[config.mk]
export PLATFORM = sky130hd
export DESIGN_NAME = risc_sequencer
export DESIGN_NICKNAME = d
export VERILOG_FILES = /design/src/rtl/risc_pkg.sv /design/src/rtl/risc_op_decode.sv /design/src/rtl/risc_sequencer.sv
export SDC_FILE = /design/constraint.sdc
export NUM_CORES = 1
export LEC_CHECK = 0
export CELL_PAD_IN_SITES_DETAIL_PLACEMENT = 0
export CELL_PAD_IN_SITES_GLOBAL_PLACEMENT = 1
export CORE_MARGIN = 5
export CORE_UTILIZATION = 29
export CTS_BUF_LIST = sky130_fd_sc_hd__clkbuf_8
export DETAILED_ROUTE_END_ITERATION = 10
export HOLD_SLACK_MARGIN = 0.15
export PLACE_DENSITY_LB_ADDON = 0.1
export SYNTH_ARGS = -nofsm -noshare
export SYNTH_HDL_FRONTEND = slang
export SYNTH_HIERARCHICAL = 1
export SYNTH_SLANG_ARGS = --single-unit
[constraint.sdc]
create_clock -name clock -period 2.2 [get_ports clock]
set_input_delay 0.33 -clock clock [delete_from_list [all_inputs] [get_ports clock]]
set_output_delay 0.33 -clock clock [all_outputs]
set_load 0.02 [all_outputs]
[src/rtl/risc_pkg.sv]
// Shared definitions for the accumulator RISC core: widths, state encodings,
// opcode constants and the decode classes used by the sequencer.
package risc_pkg;

    localparam int DataWidth  = 32;
    localparam int AddrWidth  = 24;
    localparam int OpcodeSize = 8;
    localparam int StateSize  = 2;

    typedef enum logic [StateSize-1:0] {
        Init       = 2'b00,
        InstrFetch = 2'b01,
        InstrExec  = 2'b10
    } stateType;

    localparam logic [OpcodeSize-1:0] OpLda = 8'h00;
    localparam logic [OpcodeSize-1:0] OpSto = 8'h01;
    localparam logic [OpcodeSize-1:0] OpAdd = 8'h02;
    localparam logic [OpcodeSize-1:0] OpSub = 8'h03;
    localparam logic [OpcodeSize-1:0] OpJmp = 8'h04;
    localparam logic [OpcodeSize-1:0] OpJge = 8'h05;
    localparam logic [OpcodeSize-1:0] OpJne = 8'h06;
    localparam logic [OpcodeSize-1:0] OpStp = 8'h07;
    localparam logic [OpcodeSize-1:0] OpShr = 8'h08;
    localparam logic [OpcodeSize-1:0] OpShl = 8'h09;
    localparam logic [OpcodeSize-1:0] OpAnd = 8'h0a;
    localparam logic [OpcodeSize-1:0] OpOr  = 8'h0b;
    localparam logic [OpcodeSize-1:0] OpXor = 8'h0c;
    localparam logic [OpcodeSize-1:0] OpCom = 8'h0d;
    localparam logic [OpcodeSize-1:0] OpSwp = 8'h0e;
    localparam logic [OpcodeSize-1:0] OpNop = 8'h0f;

    localparam logic [DataWidth-1:0] NopInstr = 32'h0F00_0000;

    typedef enum logic [2:0] {
        ClsMemRead,
        ClsMemWrite,
        ClsJump,
        ClsRegOp,
        ClsStop,
        ClsNop
    } opClassType;

    typedef enum logic [1:0] {
        CondAlways,
        CondGe,
        CondNe
    } jumpCondType;

endpackage

[src/rtl/risc_op_decode.sv]
// Combinational opcode classifier: collapses the opcode space into the few
// behaviours the sequencer FSM distinguishes, plus the branch condition.
module risc_op_decode
    import risc_pkg::*;
(
    input  logic [OpcodeSize-1:0] opcode,
    output opClassType            opClass,
    output jumpCondType           jumpCond
);

    always_comb begin
        opClass  = ClsNop;
        jumpCond = CondAlways;
        case (opcode)
            OpLda, OpAdd, OpSub, OpAnd, OpOr, OpXor: opClass = ClsMemRead;
            OpSto:                                   opClass = ClsMemWrite;
            OpJmp:                                   opClass = ClsJump;
            OpJge: begin
                opClass  = ClsJump;
                jumpCond = CondGe;
            end
            OpJne: begin
                opClass  = ClsJump;
                jumpCond = CondNe;
            end
            OpShr, OpShl, OpCom, OpSwp:              opClass = ClsRegOp;
            OpStp:                                   opClass = ClsStop;
            default:                                 opClass = ClsNop;
        endcase
    end

endmodule

[src/rtl/risc_sequencer.sv]
// Init/Fetch/Exec sequencer with PC, ACC and IR; feeds the ALU and writes its
// results back, and runs the single-outstanding memory request handshake.
module risc_sequencer
    import risc_pkg::*;
(
    input  logic                  clock,
    input  logic                  reset,
    input  logic [DataWidth-1:0]  alu_result,
    input  logic [DataWidth-1:0]  mem_rd_data,
    input  logic                  mem_ack,
    output logic [StateSize-1:0]  current_state,
    output logic [OpcodeSize-1:0] opcode,
    output logic [DataWidth-1:0]  alu_src_a,
    output logic [DataWidth-1:0]  alu_src_b,
    output logic [AddrWidth-1:0]  mem_addr,
    output logic                  mem_rd,
    output logic                  mem_wr,
    output logic [DataWidth-1:0]  mem_wr_data,
    output logic [AddrWidth-1:0]  pc,
    output logic                  halted
);

    stateType              stateReg, stateNext;
    logic [AddrWidth-1:0]  pcReg, pcNext;
    logic [DataWidth-1:0]  accReg, accNext;
    logic [DataWidth-1:0]  irReg, irNext;
    logic                  haltedReg, haltedNext;

    opClassType            opClass;
    jumpCondType           jumpCond;
    logic                  jumpTaken;
    logic [AddrWidth-1:0]  operand;

    assign operand = irReg[AddrWidth-1:0];

    risc_op_decode uDecode (
        .opcode   (irReg[DataWidth-1 -: OpcodeSize]),
        .opClass  (opClass),
        .jumpCond (jumpCond)
    );

    always_comb begin
        case (jumpCond)
            CondGe:  jumpTaken = ~accReg[DataWidth-1];
            CondNe:  jumpTaken = |accReg;
            default: jumpTaken = 1'b1;
        endcase
    end

    always_ff @(posedge clock) begin
        if (reset) begin
            stateReg  <= Init;
            pcReg     <= '0;
            accReg    <= '0;
            irReg     <= NopInstr;
            haltedReg <= 1'b0;
        end else begin
            stateReg  <= stateNext;
            pcReg     <= pcNext;
            accReg    <= accNext;
            irReg     <= irNext;
            haltedReg <= haltedNext;
        end
    end

    always_comb begin
        stateNext  = stateReg;
        pcNext     = pcReg;
        accNext    = accReg;
        irNext     = irReg;
        haltedNext = haltedReg;
        mem_rd     = 1'b0;
        mem_wr     = 1'b0;
        mem_addr   = operand;
        alu_src_b  = {{(DataWidth-AddrWidth){1'b0}}, operand};

        case (stateReg)
            Init: stateNext = InstrFetch;

            InstrFetch: begin
                mem_rd    = 1'b1;
                mem_addr  = pcReg;
                alu_src_b = {{(DataWidth-AddrWidth){1'b0}}, pcReg};
                // The ALU forms PC+1 from alu_src_b during fetch.
                if (mem_ack) begin
                    irNext    = mem_rd_data;
                    pcNext    = alu_result[AddrWidth-1:0];
                    stateNext = InstrExec;
                end
            end

            InstrExec: begin
                case (opClass)
                    ClsMemRead: begin
                        mem_rd    = 1'b1;
                        alu_src_b = mem_rd_data;
                        if (mem_ack) begin
                            accNext   = alu_result;
                            stateNext = InstrFetch;
                        end
                    end
                    ClsMemWrite: begin
                        mem_wr = 1'b1;
                        if (mem_ack) stateNext = InstrFetch;
                    end
                    ClsJump: begin
                        if (jumpTaken) pcNext = operand;
                        stateNext = InstrFetch;
                    end
                    ClsRegOp: begin
                        alu_src_b = accReg;
                        accNext   = alu_result;
                        stateNext = InstrFetch;
                    end
                    ClsStop: haltedNext = 1'b1;
                    default: stateNext = InstrFetch;
                endcase
            end

            default: stateNext = Init;
        endcase
    end

    assign current_state = stateReg;
    assign opcode        = irReg[DataWidth-1 -: OpcodeSize];
    assign alu_src_a     = accReg;
    assign mem_wr_data   = accReg;
    assign pc            = pcReg;
    assign halted        = haltedReg;

endmodule

* Yosys cells after proc, flatten, opt, wreduce, memory -nomap -nowiden
Index checks and enable logic that the tools add are counted.
W data, S select, Z words.
** Storage, ports and cells
- Register bits after elaboration :: 91
- Bits of input ports :: 67
- Output and inout bits :: 157
- Word-level logic and storage cells :: 69
** Cells by class
- Equal/unequal tests :: 28
- Multiplexer cells :: 20
- Bitwise operators :: 1
- Reductions and logical operators :: 15
** Operators with widths (count)
- $pmux W32 S2 :: 3
- $mux W24 :: 4
- $eq A8 B4 Y1 const B :: 7
- $pmux W24 S2 :: 1
- $eq A8 B3 Y1 const B :: 4
- $mux W32 :: 1
- $reduce_or A32 Y1 :: 1
- $eq A8 B2 Y1 const B :: 2
- $pmux W3 S5 :: 1
- $ne A2 B2 Y1 const B :: 5
- $eq A8 B1 Y1 const B :: 1
- $logic_not A8 Y1 :: 1
- $pmux W2 S2 :: 2
- $eq A3 B2 Y1 const B :: 2
- $pmux W2 S3 :: 1
- $reduce_and A3 Y1 :: 2
- $reduce_or A6 Y1 :: 1
- $eq A2 B1 Y1 const B :: 2
- $eq A2 B2 Y1 const B :: 2
- $mux W2 :: 2
- $pmux W1 S2 :: 2
- $reduce_and A2 Y1 :: 2
- $reduce_and A4 Y1 :: 1
- $reduce_bool A2 Y1 :: 2
- 10 further kinds :: 12

* Longest topological paths before layout
- Word-level depth :: 7
- Gate-level depth with buffers :: 11
- Mapped depth without buffers :: 9

* Modules after synthesis
The synthesis kept the hierarchy.
** Modules (own cells, without submodules)
- risc_sequencer :: instances 1, cells each 639, area each 5412.7 sq um, sequential area each 1821.7 sq um
- risc_op_decode :: instances 1, cells each 15, area each 112.6 sq um, sequential area each 0.0 sq um

* Least setup slack after synthesis
OpenSTA, ideal clock, no wires.
- Kind :: reg2out
- From :: register irReg[26]
- To :: output alu_src_b[11]
- Arrival :: 2.220 ns
- Required time :: 1.870 ns
- Path slack :: -0.350 ns
- Cell stages (with the launch flop) :: 9
- Path buffers :: 1
- Path through :: dfxtp_1 > inv_2 > or4b_1 > o2111a_1 > nor3_2 > clkbuf_1 > a22o_1 > a22o_1 > a22o_1
** Between the ends
- Longest elaborated chain between the ends :: 6
- Elaborated cells on any way between the ends :: 23
- Classes of those cells :: eq/ne (15); mux (3); reduce/logical (5)
** RTL lines
- start: declaration :: RTL line risc_sequencer.sv:26 : logic [DataWidth-1:0] irReg, irNext;
- start signal: assignment :: RTL line risc_sequencer.sv:55 : irReg <= NopInstr;
- start signal: assignment :: RTL line risc_sequencer.sv:61 : irReg <= irNext;
- $eq A8 B2 Y1, or another cell as far along :: RTL line risc_op_decode.sv:14 : case (opcode)
- $reduce_or A6 Y1, or another cell as far along :: RTL line risc_op_decode.sv:14
- $pmux W3 S5 (*) :: RTL line risc_op_decode.sv:14
- via opClass[1] :: RTL line risc_sequencer.sv:29 : opClassType opClass;
- $eq A3 B2 Y1 or $logic_not A3 Y1 (tied branches) :: RTL line risc_sequencer.sv:93 : case (opClass)
- $pmux W32 S2 (*) :: RTL line risc_sequencer.sv:93
- $pmux W32 S2 (*) :: RTL line risc_sequencer.sv:77 : case (stateReg)
- end: declaration :: RTL line risc_sequencer.sv:14 : output logic [DataWidth-1:0] alu_src_b,
The timed path passes the listed nets; every way through them passes the cells marked *.

* Worst setup path in the final report
- From :: register irReg[26]
- To :: output alu_src_b[23]
Same word-level chain as after synthesis.

==> results.json <==
{
  "first_pass_iters": 5,
  "yosysSeqAreaShare": 0.330,
  "routedWlPerCell_um": 19.8,
  "cts.path.max_buffers": 2,
  "numPortBuffers": 223,
  "synth_top_area_cell": "dfxtp_1",
  "clock.fmax_mhz": 333,
  "rsz0062_at_grt": "true",
  "vdd_ir_drop_max_mv": 0.352,
  "die_x_um": 148,
  "start_util": 0.295,
  "slew_violations": 0,
  "whs_ps": 362,
  "syn_to_final_growth_pct": 61.0,
  "synth.distinct_cells": 42,
  "ys_top_cells_by_count": "nand2_1 (135), dfxtp_1 (91), a22o_1 (72), a21oi_1 (65), buf_4 (41)",
  "clkLatencyLatePin_ps": 370,
  "antennaDiodeCount": 0,
  "postSynthAreaPerCell_um2": 8.45,
  "critPathMostFrequentCell": "a22o_1",
  "relSlewSlack": 0.678,
  "fin_crit_sh": 1.37,
  "async_flop_share": 0,
  "worstPathRequired_ps": 1870,
  "core_mm2": 0.0187,
  "grt_usage": 0.199,
  "power_density_mw_per_mm2": 622,
  "die_h_um": 148,
  "antenna_found_initial": 0,
  "p_leak_nw": 3.40,
  "yosysTopAreaCellShare": 0.330,
  "place_congestion": 0.824,
  "vias": 5693,
  "cap_violations": 0,
  "synth.most_common_cell": "nand2_1",
  "postCtsHoldBufs": 0,
  "cts_sinks": 91,
  "hold_viol": 0,
  "cp.arrival_ps": 2670,
  "start_kind": "register",
  "drive_above_1_share": 0.287,
  "cp_slowest_cell": "or4b_1",
  "first_global_vias": 5767,
  "worstSetupEndpointType": "primary output",
  "synth_ff_type": "dfxtp_1",
  "synth_nets": 727,
  "cp_max_fo": 9,
  "dieArea_mm2": 0.0219,
  "cts_inserted_buffers": 9,
  "drtIter0Drc": 287,
  "grt_first_pass_wirelength_um": 34300,
  "nets": 950,
  "critical_path_class": "reg2out",
  "hp-class": "in2reg",
  "ios": 224,
  "dp_slack_ps": -786,
  "netlist_area_mm2": 0.00553,
  "clk_pin_slew_ps": 90,
  "grt-ovfl-total": 0,
  "dpl.hpwl_um": 15200,
  "slowest_delay_ps": 490,
  "synth.area.top_cells": "dfxtp_1 (33%), a22o_1 (11%), nand2_1 (9.2%), a21oi_1 (5.9%), mux2_2 (5.7%)",
  "netlist_instances": 654,
  "finalWorstSetupSlack_ps": -804,
  "grt_start_max_net_pins": 33,
  "fin_crit_ps": 3000,
  "yosysWarnings": 6,
  "setup-violations-final": 90,
  "tightest_slew_ps": 478,
  "cts_tree": "yes",
  "via_per_inst": 5.10,
  "clock_skew_ps": 7.45,
  "drcViolationCount": 0,
  "failed_checks": "setup timing",
  "htree_num_levels": 3,
  "synth_edf_count": 0,
  "cts_root_buf": "clkbuf_8",
  "ys_seq_elements": 91,
  "crit_chain": "inv_2 -> or4b_1 -> o2111a_2 -> and3b_2 -> buf_12 -> a22o_1 -> a22o_1 -> a22o_1 -> buf_6",
  "ant_nets": 0,
  "num_rows": 50,
  "wl_um": 22100,
  "status": "complete, but fails checks"
}
final cells by class:
cell class,count,area (µm²)
inverters,6,22.5
multi-input cells,464,3290
repair buffers,305,3220
clock inverters,7,116
fillers,1791,9810
flip-flops and latches,91,1830
clock buffers,9,124
well taps,234,293
critical path, delay by kind of cell (launching register included):
family          cells  cell delay, ps
buf+inv             3             320
simple gates        2             760
compound gates      4             850
flops               1             360
cell usage in the layout, fill, tap and decap left out, types with 4 or more instances in the layout:
cell type / count
nand3b_1: 4
buf_4: 53
nor2_1: 28
clkbuf_2: 7
dfxtp_2: 4
inv_1: 4
a22o_1: 71
a21oi_1: 63
buf_6: 41
buf_16: 4
clkdlybuf4s50_1: 164
nor3b_2: 4
mux2_4: 21
mux2i_1: 24
nor2b_1: 28
nor2_2: 8
a22oi_2: 8
clkdlybuf4s15_2: 5
clkbuf_8: 9
buf_2: 9
mux2_2: 27
nand2_1: 133
nor4_1: 8
buf_12: 18
dfxtp_1: 86
cell families after synthesis:
group / synth area share
AND/OR/NAND/NOR: 0.193
multiplexers: 0.155
buffers and inverters: 0.105
adder cells (fa/ha/maj): 0.0136
flip-flops: 0.330
AO/OA/AOI/OAI: 0.204
timing repair:
action                                 4_1_cts  5_1_grt
setup endpoints to repair                  114      101
endpoints found under the hold margin        0        0
gates cloned                                 7        0
setup buffers                               12        3
resized for setup                          281       58
pin swaps                                    5       22
through the flow:
stage,utilization,instance area [µm²],cells,power [mW],TNS [ps]
2_1_floorplan,-,5580,654,2.89,-7970
3_3_place_gp,0.438,8190,1078,3.77,-37150
3_5_place_dp,0.438,8190,1078,3.79,-40960
4_1_cts,0.467,8740,1113,5.53,-43840
5_1_grt,0.476,8900,1116,5.81,-55250
6_report,0.476,8900,1116,5.53,-45480
final timing paths:
| path | cells past startpoint | from | slack (ps) | endpoint |
|---|---|---|---|---|
| hold reg to reg | 2 | halted$_SDFFE_PP0P_ | 460 | halted$_SDFFE_PP0P_ |
| setup reg to reg | 11 | irReg[25]$_SDFFE_PP1P_ | -480 | pc[21]$_SDFFE_PP0P_ |
| hold / removal | 2 | reset | 360 | irReg[18]$_SDFFE_PP0P_ |
| setup / recovery | 9 | irReg[26]$_SDFFE_PP1P_ | -800 | alu_src_b[23] |
power by group:
part / internal [mW] / switching, mW
sequential: 1.75 / 0.0990
combinational: 1.17 / 1.13
clock: 0.753 / 0.636
registers in the layout, indices dropped and copies added (netlist names):
register       count
alu_src_a         32
irReg             32
pc                24
current_state      2
halted             1
per-layer routing:
metal,GRT usage,up-vias,routed length (µm)
met5,0,-,0
met2,0.323,199,10600
met3,0.0377,21,1240
met4,0.0554,0,300
met1,0.270,2784,10000
li1,-,2689,-
No activity file was read; power rests on OpenSTA's default activity.
